==> config.mk <==
export PLATFORM = sky130hd
export DESIGN_NAME = fft_unload_ctrl
export DESIGN_NICKNAME = d
export VERILOG_FILES = /design/src/rtl/fft_unload_ctrl_pkg.sv /design/src/rtl/fft_unload_fifo.sv /design/src/rtl/fft_unload_ctrl.sv
export SDC_FILE = /design/constraint.sdc
export NUM_CORES = 1
export LEC_CHECK = 0
export ABC_AREA = 1
export BUFFER_PORTS_ARGS = -buffer_cell sky130_fd_sc_hd__buf_2
export CAP_MARGIN = 20
export CORE_AREA = 2 2 189 117
export CTS_CLUSTER_SIZE = 16
export DETAILED_ROUTE_END_ITERATION = 16
export DIE_AREA = 0 0 191 119
export GPL_ROUTABILITY_DRIVEN = 0
export PLACE_DENSITY = 0.66
export SLEW_MARGIN = 20
export SYNTH_ARGS = -nofsm -noshare
export SYNTH_HDL_FRONTEND = slang
export SYNTH_SLANG_ARGS = --single-unit
==> constraint.sdc <==
create_clock -name iCLK -period 2.4 [get_ports iCLK]
set_input_delay 0.12 -clock iCLK [delete_from_list [all_inputs] [get_ports iCLK]]
set_output_delay 0.12 -clock iCLK [all_outputs]
set_load 0.02 [all_outputs]
==> src/rtl/fft_unload_ctrl_pkg.sv <==
// Shared definitions for the FFT result unloader: index sizing helpers,
// FSM state encoding and the radix-4 digit reversal used for the address map.
package fft_unload_ctrl_pkg;

  localparam int DEF_A_BIT = 10;

  typedef enum logic [1:0] {
    ST_IDLE  = 2'd0,
    ST_RUN   = 2'd1,
    ST_DRAIN = 2'd2
  } unload_state_t;

  // Frequency index width K and point count N for a given per-bank address width.
  function automatic int idx_width(input int a_bit);
    return a_bit + 2;
  endfunction

  function automatic int n_points(input int a_bit);
    return 1 << (a_bit + 2);
  endfunction

  // Reverse the lowest 'digits' base-4 digits of val; upper result bits are zero.
  function automatic logic [31:0] digit_rev(input logic [31:0] val, input int digits);
    logic [31:0] r;
    r = '0;
    for (int i = 0; i < 16; i++) begin
      if (i < digits) begin
        r = {r[29:0], val[2*i +: 2]};
      end
    end
    return r;
  endfunction

endpackage

==> src/rtl/fft_unload_fifo.sv <==
// Small synchronous skid FIFO between the RAM read pipe and the output port.
// First-word-fall-through: head is the oldest entry whenever valid is high.
module fft_unload_fifo
  import fft_unload_ctrl_pkg::*;
#(
  parameter int DEPTH = 4,
  parameter int WIDTH = 32,
  parameter int CNT_W = $clog2(DEPTH + 1)
) (
  input  logic             clk,
  input  logic             rst_n,
  input  logic             flush,
  input  logic             push,
  input  logic [WIDTH-1:0] push_data,
  input  logic             pop,
  output logic [WIDTH-1:0] head,
  output logic             valid,
  output logic [CNT_W-1:0] count
);

  localparam int PTR_W = (DEPTH > 1) ? $clog2(DEPTH) : 1;

  logic [WIDTH-1:0] mem [DEPTH];
  logic [PTR_W-1:0] wr_ptr_reg;
  logic [PTR_W-1:0] rd_ptr_reg;
  logic [CNT_W-1:0] count_reg;
  logic             do_push;
  logic             do_pop;

  function automatic logic [PTR_W-1:0] ptr_inc(input logic [PTR_W-1:0] p);
    return (p == PTR_W'(DEPTH - 1)) ? '0 : p + PTR_W'(1);
  endfunction

  assign do_pop  = pop && (count_reg != '0);
  // A full FIFO still accepts a write when the head leaves in the same cycle.
  assign do_push = push && ((count_reg != CNT_W'(DEPTH)) || do_pop);

  always_ff @(posedge clk) begin
    if (do_push && !flush) begin
      mem[wr_ptr_reg] <= push_data;
    end
  end

  always_ff @(posedge clk or negedge rst_n) begin
    if (!rst_n) begin
      wr_ptr_reg <= '0;
      rd_ptr_reg <= '0;
      count_reg  <= '0;
    end else if (flush) begin
      wr_ptr_reg <= '0;
      rd_ptr_reg <= '0;
      count_reg  <= '0;
    end else begin
      if (do_push) begin
        wr_ptr_reg <= ptr_inc(wr_ptr_reg);
      end
      if (do_pop) begin
        rd_ptr_reg <= ptr_inc(rd_ptr_reg);
      end
      count_reg <= count_reg + CNT_W'(do_push) - CNT_W'(do_pop);
    end
  end

  assign head  = mem[rd_ptr_reg];
  assign valid = (count_reg != '0);
  assign count = count_reg;

endmodule

==> src/rtl/fft_unload_ctrl.sv <==
// Streams the N results of one FFT out of the 4-bank result RAM in natural
// frequency order, with credit-based read issue so the skid FIFO cannot overflow.
module fft_unload_ctrl
  import fft_unload_ctrl_pkg::*;
#(
  parameter int A_BIT  = DEF_A_BIT,
  parameter int D_BIT  = 16,
  parameter int RD_LAT = 2,
  parameter int FIFO_D = 4
) (
  input  logic               iCLK,
  input  logic               iRESET,
  input  logic               iRDY,
  input  logic               iSOURCE,
  input  logic               iABORT,
  output logic               oRD_EN,
  output logic               oRD_SET,
  output logic [1:0]         oRD_BANK,
  output logic [A_BIT-1:0]   oADDR_RD,
  input  logic [2*D_BIT-1:0] iQ_0,
  input  logic [2*D_BIT-1:0] iQ_1,
  input  logic [2*D_BIT-1:0] iQ_2,
  input  logic [2*D_BIT-1:0] iQ_3,
  output logic [2*D_BIT-1:0] oDATA,
  output logic               oVALID,
  input  logic               iREADY,
  output logic               oLAST,
  output logic               oBUSY,
  output logic               oDONE
);

  localparam int K     = idx_width(A_BIT);
  localparam int N     = n_points(A_BIT);
  localparam int W     = 2 * D_BIT;
  localparam int FCW   = $clog2(FIFO_D + 1);
  localparam int CW    = $clog2(FIFO_D + RD_LAT + 2) + 1;

  unload_state_t   state_reg;
  logic            rdy_d_reg;
  logic [K-1:0]    k_reg;
  logic [K-1:0]    out_cnt_reg;
  logic            rd_en_reg;
  logic            rd_set_reg;
  logic [1:0]      rd_bank_reg;
  logic [A_BIT-1:0] rd_addr_reg;
  logic            busy_reg;
  logic            done_reg;

  logic [RD_LAT-1:0] pipe_valid_reg;
  logic [1:0]        pipe_bank_reg [RD_LAT];

  logic            rdy_rise;
  logic [K-1:0]    rev_k;
  logic [W-1:0]    q_sel;
  logic            fifo_push;
  logic            fifo_pop;
  logic            fifo_valid;
  logic [W-1:0]    fifo_head;
  logic [FCW-1:0]  fifo_cnt;
  logic [CW-1:0]   inflight;
  logic [CW-1:0]   credit;
  logic            credit_ok;

  assign rdy_rise = iRDY & ~rdy_d_reg;
  assign rev_k    = K'(digit_rev(32'(k_reg), K / 2));

  // Outstanding reads: the strobe on the bus now, the RAM pipe and the FIFO.
  // A pop this cycle frees a slot, which keeps a full-rate stream going.
  always_comb begin
    inflight = CW'(rd_en_reg);
    for (int i = 0; i < RD_LAT; i++) begin
      inflight = inflight + CW'(pipe_valid_reg[i]);
    end
    credit = inflight + CW'(fifo_cnt) - CW'(fifo_pop);
  end

  assign credit_ok = (credit < CW'(FIFO_D));

  // Valid/bank shift register aligned with the RAM read latency.
  always_ff @(posedge iCLK or negedge iRESET) begin
    if (!iRESET) begin
      pipe_valid_reg <= '0;
      for (int i = 0; i < RD_LAT; i++) begin
        pipe_bank_reg[i] <= '0;
      end
    end else begin
      pipe_valid_reg[0] <= rd_en_reg & ~iABORT;
      pipe_bank_reg[0]  <= rd_bank_reg;
      for (int i = 1; i < RD_LAT; i++) begin
        pipe_valid_reg[i] <= pipe_valid_reg[i-1] & ~iABORT;
        pipe_bank_reg[i]  <= pipe_bank_reg[i-1];
      end
    end
  end

  always_comb begin
    q_sel = iQ_0;
    case (pipe_bank_reg[RD_LAT-1])
      2'd1:    q_sel = iQ_1;
      2'd2:    q_sel = iQ_2;
      2'd3:    q_sel = iQ_3;
      default: q_sel = iQ_0;
    endcase
  end

  assign fifo_push = pipe_valid_reg[RD_LAT-1] & ~iABORT;
  assign fifo_pop  = fifo_valid & iREADY;

  fft_unload_fifo #(
    .DEPTH (FIFO_D),
    .WIDTH (W),
    .CNT_W (FCW)
  ) u_fifo (
    .clk       (iCLK),
    .rst_n     (iRESET),
    .flush     (iABORT),
    .push      (fifo_push),
    .push_data (q_sel),
    .pop       (fifo_pop),
    .head      (fifo_head),
    .valid     (fifo_valid),
    .count     (fifo_cnt)
  );

  always_ff @(posedge iCLK or negedge iRESET) begin
    if (!iRESET) begin
      state_reg   <= ST_IDLE;
      rdy_d_reg   <= 1'b0;
      k_reg       <= '0;
      out_cnt_reg <= '0;
      rd_en_reg   <= 1'b0;
      rd_set_reg  <= 1'b0;
      rd_bank_reg <= '0;
      rd_addr_reg <= '0;
      busy_reg    <= 1'b0;
      done_reg    <= 1'b0;
    end else begin
      rdy_d_reg <= iRDY;
      done_reg  <= 1'b0;
      if (iABORT) begin
        state_reg   <= ST_IDLE;
        rd_en_reg   <= 1'b0;
        busy_reg    <= 1'b0;
        k_reg       <= '0;
        out_cnt_reg <= '0;
      end else begin
        if (fifo_pop) begin
          out_cnt_reg <= out_cnt_reg + K'(1);
        end
        case (state_reg)
          ST_IDLE: begin
            rd_en_reg <= 1'b0;
            if (rdy_rise) begin
              state_reg   <= ST_RUN;
              busy_reg    <= 1'b1;
              rd_set_reg  <= iSOURCE;
              k_reg       <= '0;
              out_cnt_reg <= '0;
            end
          end
          ST_RUN: begin
            if (credit_ok) begin
              rd_en_reg   <= 1'b1;
              rd_bank_reg <= rev_k[K-1:K-2];
              rd_addr_reg <= rev_k[A_BIT-1:0];
              if (k_reg == K'(N - 1)) begin
                state_reg <= ST_DRAIN;
              end else begin
                k_reg <= k_reg + K'(1);
              end
            end else begin
              rd_en_reg <= 1'b0;
            end
          end
          ST_DRAIN: begin
            rd_en_reg <= 1'b0;
            // All reads are issued, so the final pop leaves pipe and FIFO empty.
            if (fifo_pop && out_cnt_reg == K'(N - 1)) begin
              state_reg <= ST_IDLE;
              busy_reg  <= 1'b0;
              done_reg  <= 1'b1;
            end
          end
          default: begin
            state_reg <= ST_IDLE;
            rd_en_reg <= 1'b0;
            busy_reg  <= 1'b0;
          end
        endcase
      end
    end
  end

  assign oRD_EN   = rd_en_reg;
  assign oRD_SET  = rd_set_reg;
  assign oRD_BANK = rd_bank_reg;
  assign oADDR_RD = rd_addr_reg;
  assign oVALID   = fifo_valid;
  assign oDATA    = fifo_valid ? fifo_head : '0;
  assign oLAST    = fifo_valid && (out_cnt_reg == K'(N - 1));
  assign oBUSY    = busy_reg;
  assign oDONE    = done_reg;

endmodule

# Yosys cells after proc, flatten, opt, wreduce, memory -nomap -nowiden

Memory sizes are Yosys's and may differ from the RTL's.
Index checks and enable logic that the tools add are counted.

Add/sub/neg operators: 10
$lt $le $gt $ge: 1
Equal/unequal tests: 16
Mux-type cells: 36
Bitwise logic cells: 7
Reduce and logical (&&, ||, !) cells: 17

Operators by type and width:

| cell                    | count |
|---|---|
| $mux W12                | 8 |
| $pmux W32 S3            | 1 |
| $mux W32                | 1 |
| $add A12 B1 Y12 const B | 2 |
| $eq A12 B12 Y1 const B  | 2 |
| $pmux W12 S2            | 1 |
| $mux W2                 | 11 |
| $ne A3 B3 Y1 const B    | 6 |
| $mux W1                 | 11 |
| $eq A2 B2 Y1 const B    | 5 |
| $reduce_and A3 Y1       | 3 |
| $reduce_and A4 Y1       | 2 |
| $pmux W2 S3             | 1 |
| $reduce_bool A3 Y1      | 2 |
| $and A1 B1 Y1           | 5 |
| $logic_and A1 B1 Y1     | 5 |
| $add A2 B1 Y2 const B   | 2 |
| $add A3 B3 Y4           | 1 |
| $eq A2 B1 Y1 const B    | 2 |
| $lt A4 B3 Y1 const B    | 1 |
| $reduce_bool A2 Y1      | 2 |
| $sub A4 B1 Y4           | 1 |
| $add A2 B1 Y3           | 1 |
| $add A3 B1 Y3           | 1 |
| 9 further kinds         | 10 |

Register bits after elaboration: 56
Bits in writable memories: 128
Bits of input ports: 134
Output and inout port bits: 50
Logic and storage cells: 104
Memories kept: 1

Memory list:

| memory     | depth | bits a word | rd ports | clocked after Yosys merged registers in | write ports | line                  | source |
|---|---|---|---|---|---|---|---|
| u_fifo.mem | 4     | 32          | 1        | 0                                       | 1           | fft_unload_fifo.sv:23 | `logic [WIDTH-1:0] mem [DEPTH];` |

# Depth between registers and ports, before layout

Depth in word-level cells: 8
Gate-level depth with buffers: 19

# By module

From an unflattened synthesis, not the netlist that was laid out.

Cells, all modules: 946
Area total of the unflattened synthesis: 8853.5 um2

Modules (own cells, without submodules):

| module          | instances | cells each | area an instance (um2) | seq. area each (um2) |
|---|---|---|---|---|
| fft_unload_fifo | 1         | 372        | 5267.6                 | 4018.9 |
| fft_unload_ctrl | 1         | 574        | 3585.9                 | 1226.2 |

# Worst setup path before layout

No wires, ideal clock.

Path kind: reg-to-reg
Start point: register u_fifo.count_reg[0] (netlist: u_fifo.count[0])
End point: memory u_fifo.mem[0][0] (enable)
Library setup time: 0.421 ns
Arrival: 2.322 ns
Data required time: 1.979 ns
Setup slack: -0.343 ns
Cell stages (with the launch flop): 7
Period minus slack after synthesis: 2.743 ns
Cell sequence: dfrtp_1 nor2_1 nand2_2 nand2_2 nand3_1 nand3_1 nor2_1

Longest elaborated chain between the ends: 8

RTL lines:

| element                         | line                   | source |
|---|---|---|
| start: declaration              | fft_unload_fifo.sv:26  | `logic [CNT_W-1:0] count_reg;` |
| start signal: assignment        | fft_unload_fifo.sv:60  | `count_reg <= count_reg + CNT_W'(do_push) - CNT_W'(do_pop);` |
| $reduce_bool A3 Y1 *            | fft_unload_fifo.sv:65  | `assign valid = (count_reg != '0);` |
| net oVALID                      | fft_unload_ctrl.sv:25  | `output logic oVALID,` |
| $and A1 B1 Y1                   | fft_unload_ctrl.sv:107 | `assign fifo_pop = fifo_valid & iREADY;` |
| $logic_and A1 B1 Y1 *           | fft_unload_fifo.sv:34  | `assign do_pop = pop && (count_reg != '0);` |
| $logic_or A1 B1 Y1 *            | fft_unload_fifo.sv:36  | `assign do_push = push && ((count_reg != CNT_W'(DEPTH)) \|\| do_pop);` |
| $logic_and A1 B1 Y1 *           | fft_unload_fifo.sv:36  |  |
| $logic_and A1 B1 Y1 *           | fft_unload_fifo.sv:39  | `if (do_push && !flush) begin` |
| $mux W1 *                       | fft_unload_fifo.sv:39  |  |
| $mux W1 (implied by the code) * | fft_unload_fifo.sv:40  | `mem[wr_ptr_reg] <= push_data;` |
| end: declaration                | fft_unload_fifo.sv:23  |  |

Mark *: on every way through the listed nets, which the timed path passes. The rest lies on a longest branch.

# Final worst setup path

Start point: register u_fifo.count_reg[0] (netlist: u_fifo.count[0])
End point: register k_reg[8]

Longest elaborated chain between the ends: 6

RTL lines:

| element                                               | line                   | source |
|---|---|---|
| branches (longest 2 deep; another with $add A3 B3 Y4) | --                     |  |
| $sub A4 B1 Y4 *                                       | fft_unload_ctrl.sv:74  | `credit = inflight + CW'(fifo_cnt) - CW'(fifo_pop);` |
| $lt A4 B3 Y1 *                                        | fft_unload_ctrl.sv:77  | `assign credit_ok = (credit < CW'(FIFO_D));` |
| $ne A3 B3 Y1 (no source line) *                       | --                     |  |
| $reduce_and A4 Y1 (no source line) *                  | --                     |  |
| end signal: assignment                                | fft_unload_ctrl.sv:169 | `k_reg <= k_reg + K'(1);` |
| end: declaration                                      | fft_unload_ctrl.sv:40  | `logic [K-1:0] k_reg;` |

Every way passes the cells marked *.
A chain may end at the register's enable or synchronous reset.

==> reports/results.md <==
* **measured slew at the worst slew-check pin** 760.7 ps
* **Post-synth EDFFs** 128
* **critical path class** reg -> reg
* **Fmax achieved** 396.7 MHz
* **Max IR drop VDD** 0.6229 mV
* **First DRT Iteration DRCs** 505
* **worst slew slack as a fraction of its limit** 49.23%
* **count of non-filler cells in the finished layout** 1422
* **min Tclk post-route** 2521 ps
* **total routed wirelength** 22860 µm
* **portion of the post-synthesis area used by sequential elements** 60.48%
* **clock latency on the worst-skew pair** 440 ps
* **clock-pin transition on the worst setup and hold timing paths** 70 ps
* **max-slew violation count** 0
* **number of flip-flops and latches in the synthesized netlist** 184
* **share of layout cells above drive strength 1** 26.58%
* **width of the die** 191 µm
* **detailed-route DRC error count** 0
* **Setup TNS** -1823 ps
* **share of the core filled with cells in the final layout** 51.39%
* **standard-cell row count** 42
* **leakage dissipation** 4.629 nW
* **arrival time of the worst setup path** 2890 ps
* **detailed placer's ending HPWL** 15100 µm
* **remaining global-route overflow** 0
* **violations in the final reports** negative setup slack
* **count of unique library cells instantiated by Yosys** 37
* **Placed Cells incl. Taps** 1382
* **post-placement setup slack** -187.9 ps
* **Die H** 119 µm
* **first-pass GRT wire length** 35070 µm
* **cell area after synthesis** 0.008672 mm²
* **TritonCTS buffer count** 17
* **commonest cells after routing, fill and taps aside** sky130_fd_sc_hd__nand2_1, sky130_fd_sc_hd__buf_2, sky130_fd_sc_hd__nor2_1
* **growth of design area from synthesis to finish** 26.13%
* **routed wire length per instance** 16.08 µm
* **via count of the first global-routing pass** 6577
* **tightest hold margin** 39.59 ps
* **fin worst setup slack** -121.1 ps
* **number of antenna violations at the first check in global routing** 0
* **reg2reg start** u_fifo.count[0]
* **Antenna diodes** 0
* **mean area per synthesized cell** 9.365 µm²
* **starting density of the core** 40.75%
* **critical path data required time** 2770 ps
* **Max FO, Critical Path** 8
* **nets** 1273
* **total via count in the routed design** 7122
* **nets in the synthesized netlist** 1076
* **die area** 0.02273 mm²
* **total core area** 0.02128 mm²
* **launching element type of the critical path** flip-flop
* **maximum capacitance violations** 0
* **I/O pin total** 184
* **global routing usage summed across all routing layers** 20.15%
* **maximum number of pins on one net before global-route repair** 67
* **unrepaired setup endpoints after global routing** true
* **critical register-to-register path endpoint** k_reg[8]
* **H-Tree Level Count** 4
* **PwrDens** 997.6 mW/mm²
* **number of instances in the synthesized netlist** 926
* **total setup violations reported at the end of the flow** 24
* **number of buffers inserted by port buffering** 183
* **post-route clock period utilization** 105.0%
* **count of cells along the worst hold path** 2
* **worst hold path type** in -> reg
* **leading cell type in the layout, fill and taps excluded** sky130_fd_sc_hd__nand2_1
* **capturing element type of the critical path** flip-flop
* **via/cell ratio** 5.008
* **Largest register FFs** 128
* **top cell type by total area after synthesis** sky130_fd_sc_hd__edfxtp_1
* **maximum clock skew at final layout** 12.13 ps
* **outcome** complete, but fails checks
* **Async SR Flop Fraction** 30.43%
* **clock sink total** 184
* **number of buffers between clock root and the deepest sink** 2
* **Root Driver** sky130_fd_sc_hd__clkbuf_16
* **clock tree from TritonCTS** built
* **Hold Path Sink** u_fifo.count[0]
* **launch instance of the worst min-delay path** iABORT
* **Worst R2R Setup Slack** -120 ps
* **leading register cell type out of synthesis** sky130_fd_sc_hd__edfxtp_1
* **number of iterations in the first detailed-routing pass** 5
* **top area cells in the synthesized netlist** sky130_fd_sc_hd__edfxtp_1, sky130_fd_sc_hd__dfrtp_1, sky130_fd_sc_hd__nand2_1
* **final number of hold-violating endpoints** 0
* **remaining number of nets flagged by the antenna check after routing** 0
* **r2r worst-path depth** 17
* **Yosys top cell area share** 44.32%
* **number of warning messages in the yosys log** 0
==> cells in the mapped netlist, drive strengths merged, types with 5 or more instances <==
cell and count:
a21oi 40, buf 14, clkbuf 28, dfrtp 56, edfxtp 128, ha 14
inv 52, nand2 232, nand3 34, nand4 35, nor2 183, nor3 5
o21a 5, o21ai 82, xor2 7
==> critical path: stages (launching register included) <==
cell	delay, ps
sky130_fd_sc_hd__dfrtp_1	410
sky130_fd_sc_hd__nor2_4	140
sky130_fd_sc_hd__nand2_4	70
sky130_fd_sc_hd__nand2_4	60
sky130_fd_sc_hd__inv_2	40
sky130_fd_sc_hd__ha_4	250
sky130_fd_sc_hd__inv_2	30
sky130_fd_sc_hd__fa_2	350
sky130_fd_sc_hd__ha_4	280
sky130_fd_sc_hd__nand3_2	60
sky130_fd_sc_hd__nand2_1	70
sky130_fd_sc_hd__nand2_1	50
sky130_fd_sc_hd__inv_2	90
sky130_fd_sc_hd__nand3_4	100
sky130_fd_sc_hd__nand2_8	130
sky130_fd_sc_hd__clkbuf_16	150
sky130_fd_sc_hd__nand3_1	70
sky130_fd_sc_hd__nand2_1	100
==> metal layers <==
| layer | up-vias | GRT usage [%] | wire length (µm) |
|---|---|---|---|
| met4 | 0 | 5.717 | 193 |
| met2 | 196 | 29.89 | 10370 |
| met5 | - | 0 | 0 |
| met3 | 19 | 4.362 | 1299 |
| met1 | 3406 | 29.66 | 11000 |
| li1 | 3501 | - | - |
==> how the worst max path moves through the flow <==
stage                     from          endpoint  slack (ps)  depth (start not counted)
2_1_floorplan  u_fifo.count[0]  u_fifo.mem[0][0]        -270                          6
3_3_place_gp   u_fifo.count[1]       oADDR_RD[7]        -130                         16
3_5_place_dp   u_fifo.count[1]       oADDR_RD[4]        -190                         16
4_1_cts        u_fifo.count[0]          k_reg[4]        -140                         17
5_1_grt        u_fifo.count[0]          k_reg[9]        -250                         17
6_report       u_fifo.count[0]          k_reg[8]        -120                         17
==> cell type report <==
cell class,count,area [µm²]
clock buffers,19,432.9
clock inverters,13,165.2
fillers,1960,10340
inverters,52,197.7
multi-input cells,650,3224
flip-flops and latches,184,5246
well taps,286,357.8
repair buffers,218,1314
==> metrics by stage <==
| step | power (W) | cell area, µm² |
|---|---|---|
| CTS | 0.01079 | 10830 |
| finish | 0.01091 | 10940 |
| global placement | 0.007636 | 10100 |
| floorplan | 0.006259 | 8691 |
| global route | 0.01155 | 10940 |
| detailed placement | 0.007691 | 10100 |
==> repair_timing <==
action                                  4_1_cts  5_1_grt
resized for setup                            24       14
buffers inserted                              1        0
hold buffers                                  3        0
gates cloned                                  1        2
endpoints found under the hold margin        41        0
pin swaps                                    14       12
endpoints found under the setup margin       26       31
==> where the power goes <==
part           internal [W]  switching, W
Sequential          0.00365      0.000103
Combinational       0.00144       0.00284
Clock               0.00165       0.00123
Total               0.00674       0.00417
==> cell families after synthesis <==
group,share of synthesized area (%)
DFF,60.48
buffers and inverters,4.429
and+or+nand+nor,24.02
AOI/OAI and AO/OA,7.647
adders and majority gates,2.482
xor gates and xnor gates,0.8080
muxes,0.1298
Note: power is estimated with default switching activity, not from simulation.
